===== config.mk =====
export PLATFORM = sky130hd
export DESIGN_NAME = wgt_skew_feeder
export DESIGN_NICKNAME = d
export VERILOG_FILES = /design/src/rtl/wgt_skew_feeder.sv
export SDC_FILE = /design/constraint.sdc
export NUM_CORES = 2
export LEC_CHECK = 0
export CAP_MARGIN = 10
export CORE_MARGIN = 5
export CORE_UTILIZATION = 30
export CTS_BUF_LIST = sky130_fd_sc_hd__clkbuf_8
export CTS_CLUSTER_DIAMETER = 50
export DETAILED_ROUTE_END_ITERATION = 10
export GPL_ROUTABILITY_DRIVEN = 0
export GPL_TIMING_DRIVEN = 1
export PLACE_DENSITY = 0.49
export SLEW_MARGIN = 0
export SYNTH_ARGS = -nofsm -noshare
export SYNTH_HDL_FRONTEND = slang
export SYNTH_SLANG_ARGS = --single-unit
export TNS_END_PERCENT = 5

===== constraint.sdc =====
create_clock -name clk -period 3.2 [get_ports clk]
set_clock_uncertainty 0.05 [all_clocks]
set_input_delay 0.64 -clock clk [delete_from_list [all_inputs] [get_ports clk]]
set_output_delay 0.64 -clock clk [all_outputs]
set_load 0.02 [all_outputs]

===== src/rtl/wgt_skew_feeder.sv =====
// Aligns weight-RAM read data to the controller strobe and masks lanes beyond the valid size.
// It also skews lane k by k cycles for the systolic array and reports busy, drain and vector count.
module wgt_skew_feeder #(
  parameter int SYSTOLIC_SIZE = 16,
  parameter int DATA_WIDTH    = 16
) (
  input  logic                                  clk,
  input  logic                                  rst_n,
  input  logic                                  start,
  input  logic                                  read_en,
  input  logic [4:0]                            read_wgt_size,
  input  logic [SYSTOLIC_SIZE*DATA_WIDTH-1:0]   rd_data,
  output logic [SYSTOLIC_SIZE*DATA_WIDTH-1:0]   wgt_out,
  output logic [SYSTOLIC_SIZE-1:0]              wgt_valid,
  output logic                                  busy,
  output logic                                  drain_done,
  output logic [12:0]                           wgt_count
);

  localparam logic [5:0]  SYS_W   = 6'(SYSTOLIC_SIZE);
  localparam logic [12:0] CNT_MAX = 13'h1FFF;

  logic                     r_en_d;
  logic [4:0]               r_size_d;
  logic [5:0]               w_eff;
  logic [SYSTOLIC_SIZE-1:0] r_occ;
  logic [SYSTOLIC_SIZE-1:0] w_occ_nxt;
  logic                     w_busy_nxt;
  logic                     r_busy;
  logic                     r_drain;
  logic [12:0]              r_cnt;

  // Align stage: loads every cycle, including the flush cycle, so a read concurrent with start survives
  always_ff @(posedge clk or negedge rst_n) begin
    if (!rst_n) begin
      r_en_d   <= 1'b0;
      r_size_d <= 5'd0;
    end else begin
      r_en_d   <= read_en;
      r_size_d <= read_wgt_size;
    end
  end

  // Effective lane count, clamped to the array width
  always_comb begin
    w_eff = {1'b0, r_size_d};
    if ({1'b0, r_size_d} > SYS_W) begin
      w_eff = SYS_W;
    end else begin
      w_eff = {1'b0, r_size_d};
    end
  end

  // Next-state of the slot-occupancy chain and the busy flag it implies
  always_comb begin
    w_occ_nxt = '0;
    if (start) begin
      w_occ_nxt = '0;
    end else begin
      w_occ_nxt[0] = r_en_d;
      for (int s = 1; s < SYSTOLIC_SIZE; s++) begin
        w_occ_nxt[s] = r_occ[s-1];
      end
    end
    w_busy_nxt = read_en | (|w_occ_nxt);
  end

  // Occupancy, busy, drain pulse and saturating vector counter
  always_ff @(posedge clk or negedge rst_n) begin
    if (!rst_n) begin
      r_occ   <= '0;
      r_busy  <= 1'b0;
      r_drain <= 1'b0;
      r_cnt   <= 13'd0;
    end else begin
      r_occ   <= w_occ_nxt;
      r_busy  <= w_busy_nxt;
      // drain pulse coincides with the first idle cycle; a flush never reports a drain
      r_drain <= r_busy & ~w_busy_nxt & ~start;
      if (start) begin
        r_cnt <= 13'd0;
      end else if (r_en_d && (r_cnt != CNT_MAX)) begin
        r_cnt <= r_cnt + 13'd1;
      end else begin
        r_cnt <= r_cnt;
      end
    end
  end

  assign busy       = r_busy;
  assign drain_done = r_drain;
  assign wgt_count  = r_cnt;

  for (genvar k = 0; k < SYSTOLIC_SIZE; k++) begin : g_lane
    logic [DATA_WIDTH-1:0] r_dat [0:k];
    logic [k:0]            r_vld;
    logic                  w_lane_on;

    assign w_lane_on = r_en_d & (6'(k) < w_eff);

    // Mask stage followed by k skew registers; data and valid travel together
    always_ff @(posedge clk or negedge rst_n) begin
      if (!rst_n) begin
        r_vld <= '0;
        for (int s = 0; s <= k; s++) begin
          r_dat[s] <= '0;
        end
      end else if (start) begin
        r_vld <= '0;
        for (int s = 0; s <= k; s++) begin
          r_dat[s] <= '0;
        end
      end else begin
        r_vld[0] <= w_lane_on;
        r_dat[0] <= w_lane_on ? rd_data[k*DATA_WIDTH +: DATA_WIDTH] : '0;
        for (int s = 1; s <= k; s++) begin
          r_vld[s] <= r_vld[s-1];
          r_dat[s] <= r_dat[s-1];
        end
      end
    end

    assign wgt_out[k*DATA_WIDTH +: DATA_WIDTH] = r_dat[k];
    assign wgt_valid[k]                        = r_vld[k];
  end

endmodule


==> results.md <==
- Post-Synthesis Cells: ~5300
- Final cell utilization of the core: between 30% and 40%
- Drt drc: 0
- Worst VDD drop: between 0.0003 and 0.0004 V
- Worst path required time: roughly 2.5 ns
- Portion of netlist area occupied by mux cells: less than 1%
- Sequential share of the synthesized area: 76.4%
- Top cell type by total area after synthesis: dfrtp_1
- Clk slew on worst S/H paths: roughly 0.06 ns
- Area contributors post-synth: dfrtp_1, nor2b_1, buf_4
- CTS tree: built
- CP max-delay cell: clkdlybuf4s50_1
- Die span in y: approximately 520 um
- HP Start: read_wgt_size[1]
- Syn_nets: 5528
- First-pass GRT wire length: ~220 mm
- P per Cell Area: approximately 630 nW/um2
- CTS max path bufs: 4
- Share of layout cells above drive strength 1: between 10% and 20%
- Tot GR Track Use: 10.4%
- Most frequent cells in the layout: dfrtp_1, nor2b_1, clkdlybuf4s50_1, clkbuf_8, and2_1
- Max Cap Viol: 0
- Max FO, Critical Path: 4
- Initial antenna violation count: 32
- Die Wd: a little over 500 um
- Synth top area share: around three quarters
- Via-per-instance ratio: 3.77
- # nets final: between 6000 and 7000
- WL per Instance: between 10 and 15 um
- Vias: 35926
- Rel. slew slack: about a third
- Skew-Pair Late Insertion Delay: 1.00 ns
- Worst hold slack: 0.146 ns
- Non-Filler Instances: around 9500
- Worst-Margin Slew: a little under 1 ns
- Vias in the first global route: 38526
- Inserted Clock Buffers: 403
- Hold WC Path Type: in -> reg
- # Post-CTS Setup Buffers: 0
- Synth unique cells: 48
- Cells after DPL: ~8800
- Tot Pwr: 58.7 mW
- Core area: around 260000 um2
- First-pass DRT Iterations: 6
- Total gr overflow: 0
- Area grow syn2layout: 21.7%
- Antenna-violating nets left: 0
- Hpwl dp: about 83 mm
- FF-to-FF Start: r_size_d[4]
- Crit path max-delay family: buffers and inverters
- Most common cell after layout, fill and taps aside: dfrtp_1
- Setup TNS: 0 ns
- Placed Area: between 80000 and 90000 um2
- Worst Slack Setup Final: between 0.2 and 0.25 ns
- Ys Warns: 0
- Status: completed
- CP Class: reg -> out
- Synth Area in Compound Gates: less than 1%
- Final-report max-slew violation count: 0
- Critical Path Start: wgt_count[0]
- Site Rows: around 190
- Tmin final: just under 3 ns
- Synthesized area per cell: 14.6 um2
- Largest net degree at the start of global routing: 207
- Final Cycle Share: just over 90%
- Synth Area in XOR/XNOR: less than 1%
- CP max stage delay: 0.92 ns
- Fin. Hold Viols: 0
- Post-Synth Simple-Gate Area: just under 20%
- Largest family of logic cells by synthesized area: simple AND/OR/NAND/NOR gates
- DRT iter0 DRCs: around 1600
- LEAKAGE: ~46 nW
- CP endpoint kind: output port
- FF+latch count, synth: between 2000 and 2500
- Dpl ws: between 0.5 and 0.6 ns
- Adder-cell area share of the yosys netlist: less than 1%
- Peak Freq: 0.336 GHz
- Crit path buf inv count: 1
- Starting Density: between 30% and 40%
- I/O Buffers: 551
- Critical-path cell list: clkdlybuf4s50_1
- Mapped cell area: between 70000 and 80000 um2
- Final setup violation count: 0
- Root Driver: clkbuf_8
- Worst Path Arrival: between 2 and 2.5 ns
- Finished Cell Area: about 94000 um2
- Die area: roughly 270000 um2
- RSZ-0062 raised after global routing: false
- CTS sink cnt: about 2300
- Number of I/O pins: between 500 and 600
- Crit start category: register
- CTS H-tree depth: 5
- Routed WL: 137 mm
## cells by family after synthesis
| group | count (synthesis) |
|---|---|
| and+or+nand+nor | 2358 |
| DFF | 2348 |
| buffers and inverters | 516 |
| AOI/OAI and AO/OA | 35 |
| muxes | 3 |
| xor gates and xnor gates | 1 |
| adders and majority gates | 1 |
## path summary, 6_finish.rpt
kind                                    endpoint  depth (start not counted)  slack (ns)
setup reg to reg           g_lane[12].r_dat[192]                          4        1.07
min in group asynchronous    g_lane[8].r_dat[32]                          2        0.34
hold / removal                       r_size_d[1]                          1        0.15
max in group asynchronous   g_lane[15].r_dat[76]                          4        1.59
hold reg to reg            g_lane[14].r_dat[181]                          1        0.33
setup / recovery                    wgt_count[0]                          1        0.22
## final cells by class
type                       instances  area, um2
timing repair buffer             684       7150
sequential                      2348      58800
tap                             3384       4230
antenna                           19       47.5
fill                           24562     162000
clock inverter                   183       1150
multi-input combinational       2398      15200
clock buffer                     512       7050
inverter                           7       26.3
## synth_stat cells, drive strengths merged
cell type and number:
a311oi 1, o21ai 6, nor3 4, or3 3, xor2 1, ha 1
inv 7, nand2 8, dfrtp 2348, nand2b 1, a41o 1, mux2i 2
o21a 1, o211ai 2, nor2 12, o41ai 2, a41oi 1, and2 208
nor4 5, nand4 7, o31ai 1, o211a 1, o311ai 1, nor2b 2088
nor3b 1, or4 1, mux2 1, buf 288, clkbuf 221, a31oi 1
o22ai 1, nand3 1, a21oi 16, and3 19
## registers in the layout (all words and copies together), names as in the netlist
name,cells
r_en_d,1
drain_done,1
g_lane.r_dat,1936
r_size_d,5
busy,1
r_occ,15
wgt_count,13
wgt_out,240
g_lane.r_vld,136
## report_power, final
group          internal, mW  leakage (nW)  switching, mW
Sequential             30.0          32.6         0.0861
Clock                  15.0          4.68           11.7
Combinational         0.698          8.59           1.28
## timing repair
item	CTS	global route
resized for setup	1	0
setup endpoints to repair	1	0
endpoints found under the hold margin	72	0
hold buffers	5	0
## routing by layer
metal / up-vias / share of wire, % / global-route usage [%]
li1: 16927 / - / -
met2: 839 / 44 / 15.5
met5: - / 0.074 / 0
met1: 17806 / 45 / 13.8
met4: 14 / 2.9 / 3.68
met3: 340 / 8.0 / 4.02
No activity file was read; power rests on OpenSTA's default activity.
